## src/rtl/toast_fetch_unit_pkg.sv

```systemverilog
// ToastCore fetch definitions: fetch FSM states, NOP, reset PC, queue entry.
// Shared by toast_fetch_unit and toast_fetch_queue.
package toast_fetch_unit_pkg;

  typedef enum logic {
    RUN  = 1'b0,
    HALT = 1'b1
  } fetch_state_t;

  localparam logic [31:0] NOP = 32'h0000_0013;
  localparam logic [31:0] DEFAULT_RESET_PC = 32'h0000_0000;

  typedef struct packed {
    logic [31:0] pc;
    logic [31:0] instr;
  } fetch_entry_t;

endpackage

```

## src/rtl/toast_fetch_queue.sv

```systemverilog
// 2-entry {pc, instruction} FIFO; slot 0 is always the head.
// Ports: Clk, Reset, push/pop/flush, push_entry in; head, head_valid, count out.
module toast_fetch_queue
  import toast_fetch_unit_pkg::*;
(
  input  logic         Clk,
  input  logic         Reset,
  input  logic         push,
  input  logic         pop,
  input  logic         flush,
  input  fetch_entry_t push_entry,
  output fetch_entry_t head,
  output logic         head_valid,
  output logic [1:0]   count
);

  fetch_entry_t s0_q, s1_q, s0_n, s1_n;
  logic         v0_q, v1_q, v0_n, v1_n;

  always_comb begin
    s0_n = s0_q;
    s1_n = s1_q;
    v0_n = v0_q;
    v1_n = v1_q;
    if (pop && v0_q) begin
      s0_n = s1_q;
      v0_n = v1_q;
      v1_n = 1'b0;
    end
    if (push) begin
      if (!v0_n) begin
        s0_n = push_entry;
        v0_n = 1'b1;
      end else if (!v1_n) begin
        s1_n = push_entry;
        v1_n = 1'b1;
      end
    end
    if (flush) begin
      v0_n = 1'b0;
      v1_n = 1'b0;
    end
  end

  always_ff @(posedge Clk) begin
    if (Reset) begin
      s0_q <= '{pc: 32'h0, instr: NOP};
      s1_q <= '{pc: 32'h0, instr: NOP};
      v0_q <= 1'b0;
      v1_q <= 1'b0;
    end else begin
      s0_q <= s0_n;
      s1_q <= s1_n;
      v0_q <= v0_n;
      v1_q <= v1_n;
    end
  end

  assign head       = s0_q;
  assign head_valid = v0_q;
  assign count      = {1'b0, v0_q} + {1'b0, v1_q};

endmodule

```

## src/rtl/toast_fetch_unit.sv

```systemverilog
// ToastCore IF stage: PC, imem issue, 2-entry fetch queue, EX redirect flush.
// Optional TOAST_FETCH_MISALIGN_EN adds HALT on misaligned target + IF_Misaligned.
module toast_fetch_unit
  import toast_fetch_unit_pkg::*;
#(
  parameter logic [31:0] RESET_PC    = DEFAULT_RESET_PC,
  parameter int          QUEUE_DEPTH = 2
) (
  input  logic        Clk,
  input  logic        Reset,
  input  logic        EX_PC_Branch,
  input  logic [31:0] EX_PC_Target,
  input  logic        ID_Stall,
  output logic        imem_rd_en,
  output logic [31:0] imem_addr,
  input  logic [31:0] imem_rd_data,
  output logic [31:0] IF_Instruction,
  output logic [31:0] IF_PC,
  output logic        IF_Valid
`ifdef TOAST_FETCH_MISALIGN_EN
  ,
  output logic        IF_Misaligned
`endif
);

  localparam logic [2:0] DEPTH = 3'(QUEUE_DEPTH);

  fetch_state_t state_q;
  logic [31:0]  fetch_pc_q;
  logic [31:0]  inflight_pc_q;
  logic         inflight_q;
  logic [31:0]  target;
  logic         run, redirect, bad_target;
  logic         pop, issue, rd_en;
  logic [1:0]   count;
  logic [2:0]   occ;
  fetch_entry_t head, push_entry;
  logic         head_valid;

`ifdef TOAST_FETCH_MISALIGN_EN
  assign target     = EX_PC_Target;
  assign bad_target = redirect & (target[1:0] != 2'b00);
`else
  assign target     = EX_PC_Target & 32'hFFFF_FFFC;
  assign bad_target = 1'b0;
`endif

  assign run      = (state_q == RUN);
  assign redirect = EX_PC_Branch & run;
  assign pop      = head_valid & ~ID_Stall;
  assign occ      = {1'b0, count} + {2'b00, inflight_q};

  // Room exists now, or the head leaves this cycle.
  assign issue = run & ((occ < DEPTH) |
                        ((occ == DEPTH) & pop));

  assign rd_en = ~Reset &
                 (redirect ? ~bad_target : issue);

  assign imem_rd_en = rd_en;
  assign imem_addr  = !rd_en   ? 32'h0 :
                      redirect ? target : fetch_pc_q;

  assign push_entry = '{pc: inflight_pc_q,
                        instr: imem_rd_data};

  // Flush beats push, so the word of a read
  // issued before a redirect never lands.
  toast_fetch_queue u_queue (
    .Clk        (Clk),
    .Reset      (Reset),
    .push       (inflight_q),
    .pop        (pop),
    .flush      (redirect),
    .push_entry (push_entry),
    .head       (head),
    .head_valid (head_valid),
    .count      (count)
  );

  always_ff @(posedge Clk) begin
    if (Reset) begin
      state_q       <= RUN;
      fetch_pc_q    <= RESET_PC;
      inflight_q    <= 1'b0;
      inflight_pc_q <= 32'h0;
    end else begin
      inflight_q <= rd_en;
      if (rd_en)
        inflight_pc_q <= imem_addr;
      unique case (1'b1)
        redirect & ~bad_target:
          fetch_pc_q <= target + 32'd4;
        ~redirect & issue:
          fetch_pc_q <= fetch_pc_q + 32'd4;
        default: ;
      endcase
`ifdef TOAST_FETCH_MISALIGN_EN
      if (bad_target)
        state_q <= HALT;
`endif
    end
  end

`ifdef TOAST_FETCH_MISALIGN_EN
  always_ff @(posedge Clk) begin
    if (Reset)
      IF_Misaligned <= 1'b0;
    else if (bad_target)
      IF_Misaligned <= 1'b1;
  end
`endif

  assign IF_Valid       = head_valid;
  assign IF_PC          = head.pc;
  assign IF_Instruction = head_valid ? head.instr : NOP;

endmodule

```

## config.mk

```make
export PLATFORM = sky130hd
export DESIGN_NAME = toast_fetch_unit
export DESIGN_NICKNAME = d
export VERILOG_FILES = /design/src/rtl/toast_fetch_unit_pkg.sv /design/src/rtl/toast_fetch_queue.sv /design/src/rtl/toast_fetch_unit.sv
export SDC_FILE = /design/constraint.sdc
export NUM_CORES = 1
export LEC_CHECK = 0
export CORE_AREA = 5 5 188 190
export DETAILED_ROUTE_END_ITERATION = 7
export DIE_AREA = 0 0 193 195
export PLACE_DENSITY_LB_ADDON = 0.08
export SYNTH_ARGS = -nofsm -noshare
export SYNTH_HDL_FRONTEND = slang
export SYNTH_SLANG_ARGS = --single-unit
```

## constraint.sdc

```tcl
create_clock -name Clk -period 5.9 [get_ports Clk]
set_input_delay 1.77 -clock Clk [delete_from_list [all_inputs] [get_ports Clk]]
set_output_delay 1.77 -clock Clk [all_outputs]
set_load 0.1 [all_outputs]
```

== Word level (Yosys, flattened, before mapping) ==
Index checks and enable logic that the tools add are counted.
Storage, ports and cells
  register bits: 195
  latch bits: 0
  bits in writable memories: 0
  memory bits (read-only): 0
  bits of input ports: 68
  output and inout port bits: 98
  logic and storage cells: 41
  memories: 0
Operators by class
  $add $sub $neg: 4
  $mul: 0
  div/mod/pow operators: 0
  order comparisons: 1
  equal/unequal tests: 1
  shift-type cells: 0
  mux-type cells: 13
  bitwise operators: 9
  reduce and logical (&&, ||, !) cells: 4
Operators with widths (number)
  two-way mux 64 bit: 3
  two-way mux 32 bit: 3
  adder 32 x 3 -> 32 bit, second input constant: 2
  case mux 32 bit (2 select lines): 1
  two-way mux 1 bit: 6
  AND 1 bit: 4
  NOT 1 bit: 4
  adder 2 x 1 -> 3 bit: 1
  == test 3 x 2 -> 1 bit, second input constant: 1
  less-than comparator 3 x 2 -> 1 bit, second input constant: 1
  AND reduction 3 bit: 1
  adder 1 x 1 -> 2 bit: 1
  nonzero test 2 bit: 1
  OR reduction 2 bit: 1
  logical AND 1 bit: 1
  OR 1 bit: 1

== Longest topological paths before layout ==
Gate-level depths: netlist (run 1).
  depth after elaboration: 8
  depth in mapped cells: 17
  depth with buffers taken out: 12

== By module ==
A second synthesis (run 1) with hierarchy kept.
Second synthesis, totals
  cells, all modules: 1253
  area total of the unflattened synthesis: 10158.5 µm²
By module, submodules not included
  toast_fetch_queue: times used 1, cells each 658, area an instance 5472.7 µm², sequential area each 2602.5 µm²
  toast_fetch_unit: times used 1, cells each 595, area an instance 4685.7 µm², sequential area each 1221.2 µm²

== Worst setup path before layout (run 1) ==
OpenSTA, ideal clock, no wires.
  path kind: input-to-output
  start point: in ID_Stall
  end point: out imem_addr[11]
  data arrival time: 4.289 ns
  data required time: 4.130 ns
  slack: -0.159 ns
  cell stages on the path: 5
  path buffers: 1
  path through: or3b_2 nand2_1 o21ai_1 clkbuf_1 a21oi_1
On the way
  word-level cells in the longest chain between the ends: 7
RTL lines
  start, declared: RTL line toast_fetch_unit.sv:13  | input logic ID_Stall,
  NOT 1 bit: RTL line toast_fetch_unit.sv:50  | assign pop = head_valid & ~ID_Stall;
  AND 1 bit: RTL line toast_fetch_unit.sv:50
  AND 1 bit: RTL line toast_fetch_unit.sv:55  | ((occ == DEPTH) & pop));
  OR 1 bit: RTL line toast_fetch_unit.sv:54  | assign issue = run & ((occ < DEPTH) |
  two-way mux 1 bit: RTL line toast_fetch_unit.sv:58  | (redirect ? ~bad_target : issue);
  AND 1 bit: RTL line toast_fetch_unit.sv:57  | assign rd_en = ~Reset &
  two-way mux 32 bit: RTL line toast_fetch_unit.sv:61  | assign imem_addr = !rd_en ? 32'h0 :
  end, declared: RTL line toast_fetch_unit.sv:15  | output logic [31:0] imem_addr,
No other way between the ends.

== Final worst setup path (run 1) ==
  start point: in ID_Stall
  end point: out imem_addr[23]
The elaborated chain is that of the path after synthesis.

==> impl_metrics.ini, run 1 <==
[flow_run]
max-cap-violations = 0

[logic_synthesis]
yosys_most_used_dff = dfxtp_1
synth_area_leader_cell = dfxtp_1
syn_area_mm2 = 0.009852
yosysUniqueCellTypes = 61
netlist_instances = 1341
synth_edf_count = 0
synth_top_area_frac = 0.3840
synthArstFlopShare = 0
yosys_warnings = 0
synth.yosys.seq_area_share = 0.3840
synth.most_common_cell = nand2_1
synthTopCellsByArea = dfxtp_1, nand2_1, a311oi_1
ys_seq_elements = 189
avgSynthCellArea_um2 = 7.347
synth_commonest_cells = nand2_1, dfxtp_1, nor2_1, a21oi_1, clkbuf_1

[floorplan]
floorplan.initialDensity = 0.2960
num_io_pins = 166
die_w_um = 193
fp.dieH_um = 195
rows = 67
dieArea_mm2 = 0.03764
core-area_mm2 = 0.03328

[clock_tree]
cts_sinks = 189
hold_buffers = 0
root_buffer = clkbuf_16
cts.clk_slew.worst_paths_ns = 0.06
worstSkewPairLatency_ns = 0.43
cts_resized = 0
cts_max_level = 4
post-cts-setup-buffers = 0
cts_buffers = 17
cts_tree = built
clock_path_buffers = 2

[placement]
portBuffers = 161
place_inst = 1840
place_congestion = 0.8482
place_area_mm2 = 0.01195
hpwl_um = 22070

[setup_path]
crit_chain = clkdlybuf4s50_1 -> or3b_2 -> nand2_1 -> o21ai_4 -> buf_12 -> a21oi_1 -> buf_12
r2r_slack_ns = 1.84
critPathLaunchType = input port
worstPathMaxFanout = 25
r2r_end = fetch_pc_q[28]
r2r-start = inflight_q
cp_slowest_stage_delay_ns = 0.52
critPathArrivalTime_ns = 3.76
slowest_stage = or3b_2
crit_top_cell = buf_12
rr_worst_depth = 12
critPathRequiredTime_ns = 4.13
crit_path_end_kind = primary output
worst-setup-path-type = input port to primary output

[sta]
finalMaxSlewViolations = 0
maxClockFrequency_mhz = 180.9
setup_viol = 0
fin_skew_ns = 0.01509
relSlewSlack = 0.2673
worstMarginPinSlew_ns = 1.096
final-hold-violation-count = 0
finalCritPeriodShare = 0.9368
rsz0062_at_grt = false
period_needed_ns = 5.527

[power]
pwr_density_cell_mw_per_mm2 = 267.3
p_leak_nw = 4.404
irDropWorstVdd_v = 0.0001942
p_total_w = 0.003360

[finish]
area.sequential_mm2 = 0.003784
post_route_cells_drive_above_1_share = 0.09296
nets = 1481
antenna_cells = 0
final_cells = 1868
syn2layout_area_growth_pct = 27.61
stdcell_area_mm2 = 0.01257
multi_input_area_mm2 = 0.005405
fillers = 3599

[detailed_routing]
routedWlPerCell_um = 17.47
dr_total_vias = 9331
first_pass_iters = 5
antenna_left = 0
remaining_drc_errors = 0
vias_per_cell = 4.995
drt_iter0_drc = 611
finalWirelength_um = 32630

[min_path]
hp-class = flip-flop to flip-flop
hold_end = u_queue.s1_q[63]
min_path_cells = 2
min-delay-start = u_queue.s1_q[63]

[global_route]
gr-total-overflow = 0
antenna_found_initial = 0
grt_pass1_vias = 9016
grt_first_pass_wirelength_um = 52070
grt_usage = 0.1713
grt_max_degree = 82

[run_status]
outcome = finished clean
layout by cell type, fill, tap and decap left out, types with 6 or more instances in the layout:
| cell | synthesis | routed |
|---|---|---|
| nor2_1 | 142 | 132 |
| buf_12 | 0 | 32 |
| nor4_1 | 8 | 8 |
| mux2i_1 | 32 | 32 |
| and2_1 | 33 | 33 |
| nand4_1 | 16 | 16 |
| nand3_1 | 27 | 26 |
| nor3_1 | 25 | 25 |
| a32oi_1 | 6 | 6 |
| and3_1 | 14 | 13 |
| buf_4 | 35 | 31 |
| a21oi_1 | 102 | 102 |
| nand2_1 | 385 | 384 |
| clkbuf_16 | 0 | 17 |
| nor2_2 | 0 | 9 |
| o21ai_0 | 21 | 21 |
| inv_1 | 7 | 7 |
| a211oi_1 | 12 | 12 |
| xor2_1 | 10 | 10 |
| dfxtp_1 | 189 | 189 |
| xnor2_1 | 20 | 20 |
| clkdlybuf4s50_1 | 0 | 128 |
| a311oi_1 | 76 | 76 |
per-layer routing:
metal,up-vias,track usage,share of wire
met4,0,0.03541,0.011
met1,4382,0.2517,0.51
met3,23,0.03125,0.042
met2,225,0.2627,0.44
met5,-,0,0
li1,4701,-,-
flip-flops by register name (all words and copies together), names as in the netlist:
signal,cells
u_queue.v1_q,1
inflight_q,1
u_queue.head_valid,1
fetch_pc_q,30
u_queue.head,64
u_queue.s1_q,62
inflight_pc_q,30
layout make-up:
cell class,count,share of cell area
clock buffers,21,0.03822
clock inverters,7,0.01095
inverters,9,0.002687
multi-input cells,1001,0.4299
flip-flops and latches,189,0.3010
well taps,448,0.04459
repair buffers,193,0.1727
power breakdown:
part	total (W)	internal, W	switching (W)
Sequential	0.00141	0.00134	0.0000644
Clock	0.00124	0.000745	0.000493
Combinational	0.000714	0.000223	0.000491
metrics by stage:
stage               TNS (ns)  hold WS (ns)  worst slack [ns]    util
floorplan             -1.427        0.4366           -0.1586       -
global placement           0        0.4421            0.3829  0.3592
detailed placement         0        0.4469            0.3677  0.3592
CTS                        0        0.4562            0.3452  0.3778
global route               0        0.4709            0.2472  0.3778
finish                     0        0.4537            0.3731  0.3778
how the worst max path moves through the flow:
| stage | from | end | depth (start not counted) |
|---|---|---|---|
| 6_report | ID_Stall | imem_addr[23] | 7 |
| 5_1_grt | ID_Stall | imem_addr[14] | 7 |
| 4_1_cts | ID_Stall | imem_addr[23] | 7 |
| 3_5_place_dp | ID_Stall | imem_addr[23] | 7 |
| 3_3_place_gp | ID_Stall | imem_addr[8] | 7 |
| 2_1_floorplan | ID_Stall | imem_addr[11] | 5 |
logic make-up after synthesis:
family	after synthesis	share of synthesized area
mux	37	0.03899
fa+ha+maj	2	0.003302
compound gates	257	0.1792
other cells	1	0.0003806
buf+inv	152	0.07353
simple gates	673	0.2939
xor+xnor	30	0.02667
flops	189	0.3840
worst max-delay path: cells and delay by family:
kind                   cells  cell delay (ns)
buffers and inverters      3             0.89
AND/OR/NAND/NOR            2             0.67
AO/OA/AOI/OAI              2             0.40
Note: power is estimated with default switching activity, not from simulation.
==> run 2: changes to the inputs <==
- HOLD_SLACK_MARGIN: not set -> 0.03
- clock period: 5.9 -> 4.9 ns (I/O delays scaled with it)
==> impl_metrics.ini, run 2 (same netlist as run 1, synthesis figures left out) <==
[sta]
final-hold-violation-count = 0
finalMaxSlewViolations = 0
rsz0062_at_grt = false
finalCritPeriodShare = 0.9530
relSlewSlack = 0.2833
worstMarginPinSlew_ns = 1.072
fin_skew_ns = 0.01313
whs_ns = 0.4540
period_needed_ns = 4.670
setup_viol = 0
maxClockFrequency_mhz = 214.2

[detailed_routing]
remaining_drc_errors = 0
drt_iter0_drc = 566
finalWirelength_um = 33760
first_pass_iters = 5
vias_per_cell = 5.044
routedWlPerCell_um = 18.04
dr_total_vias = 9437
antenna_left = 0

[placement]
place_congestion = 0.8479
hpwl_um = 22050
place_area_mm2 = 0.01211
portBuffers = 161

[clock_tree]
cts_max_level = 4
root_buffer = clkbuf_16
hold_buffers = 0
cts_tree = built
cts_buffers = 17
cts.clk_slew.worst_paths_ns = 0.07
worstSkewPairLatency_ns = 0.43
post-cts-setup-buffers = 0
cts_sinks = 189
clock_path_buffers = 2

[power]
seqPwrFrac = 0.434
p_comb_frac = 0.223
irDropWorstVdd_v = 0.0002374
p_total_w = 0.003911
power_switching_share = 0.3371
p_int_w = 0.002592
clock_power_share = 0.343
p_leak_nw = 4.405
pwr_density_cell_mw_per_mm2 = 308.9
p_sw_w = 0.001319

[finish]
area.sequential_mm2 = 0.003785
stdcell_area_mm2 = 0.01266
multi_input_area_mm2 = 0.005504
antenna_cells = 0
layout_common_cells = nand2_1, dfxtp_1, nor2_1, clkdlybuf4s50_1, a21oi_1
fillers = 3490
syn2layout_area_growth_pct = 28.50
final_util = 0.3804
nets = 1481
post_route_cells_drive_above_1_share = 0.1019
final_common_cell = nand2_1
largest_register_ffs = 64

[global_route]
grt_first_pass_wirelength_um = 52630
gr-total-overflow = 0
grt_usage = 0.1751
grt_pass1_vias = 8885
grt_max_degree = 178
antenna_found_initial = 0

[floorplan]
num_io_pins = 166
floorplan.initialDensity = 0.2960
core-area_mm2 = 0.03328
die_w_um = 193
fp.dieH_um = 195
dieArea_mm2 = 0.03764
rows = 67

[setup_path]
critPathRequiredTime_ns = 3.43
r2r_slack_ns = 1.18
critPathLaunchType = input port
worstPathMaxFanout = 34
crit_path_end_kind = primary output
worst-setup-path-type = input port to primary output
r2r_end = fetch_pc_q[28]
critPathArrivalTime_ns = 3.20
r2r-start = inflight_q
cp_slowest_stage_delay_ns = 0.51
rr_worst_depth = 14
crit_chain = dlygate4sd2_1 -> or3b_2 -> nand2_1 -> o21ai_4 -> buf_12 -> nor2_1 -> buf_12
crit_top_cell = buf_12
slowest_stage = or3b_2

[min_path]
hold_end = u_queue.s1_q[34]
hp-class = flip-flop to flip-flop
min-delay-start = u_queue.s1_q[34]
min_path_cells = 2

[run_status]
outcome = finished clean

[flow_run]
max-cap-violations = 0
-- run 2: cell count changes in the layout (fill, tap and decap cells not counted), moves of 3 or more --
cell,change
clkinv_4,+6
buf_12,+5
a21oi_1,-10
a21oi_4,+8
bufinv_16,-3
clkbuf_8,-4
buf_4,-3
nor2_2,-3
-- run 2: worst max-delay path by stage --
stage	from	end	slack, ns
floorplan	EX_PC_Branch	imem_addr[3]	-0.42
global placement	ID_Stall	imem_addr[4]	-0.03
detailed placement	ID_Stall	imem_addr[5]	-0.05
CTS	ID_Stall	imem_addr[27]	0.20
global route	ID_Stall	imem_addr[27]	0.08
finish	ID_Stall	imem_addr[26]	0.23
-- run 2: layout make-up --
| type | instances | share of cell area |
|---|---|---|
| inverters | 9 | 0.002669 |
| repair buffers | 193 | 0.1758 |
| flip-flops and latches | 189 | 0.2990 |
| multi-input cells | 1001 | 0.4348 |
| clock buffers | 18 | 0.03390 |
| well taps | 448 | 0.04428 |
| clock inverters | 13 | 0.009587 |
-- run 2: worst max-delay path: cells and delay by family --
family                 cells  cell delay, ns
AOI/OAI and AO/OA          1            0.07
buffers and inverters      3            0.74
and+or+nand+nor            3            0.89
-- run 2: repair_timing --
action,in CTS,in global routing
gates resized for setup,1,0
endpoints found under the hold margin,0,0
setup endpoints to repair,17,0
-- run 2: power groups by stage --
stage	logic, W	clock network (W)	registers, W
final	0.000872	0.00134	0.00170
after detailed placement	0.000876	0	0.00173
after global placement	0.000876	0	0.00173
after CTS	0.000879	0.00139	0.00170
after floorplan	0.000621	0	0.00170
after global routing	0.000928	0.00145	0.00171
-- run 2: metal layers --
metal / up-vias / GRT usage / wire [µm]
li1: 4711 / - / -
met1: 4463 / 0.2649 / 16940
met2: 248 / 0.2637 / 14880
met3: 15 / 0.03036 / 1708
met4: 0 / 0.03095 / 229
met5: - / 0 / 0
-- run 2: per-stage QoR --
step / setup WS (ns) / TNS, ns / instances
after global placement: -0.03410 / -0.4133 / 1840
after floorplan: -0.4185 / -5.703 / 1342
after global routing: 0.08131 / 0 / 1871
after CTS: 0.2048 / 0 / 1871
after detailed placement: -0.05307 / -0.5493 / 1840
final: 0.2304 / 0 / 1871
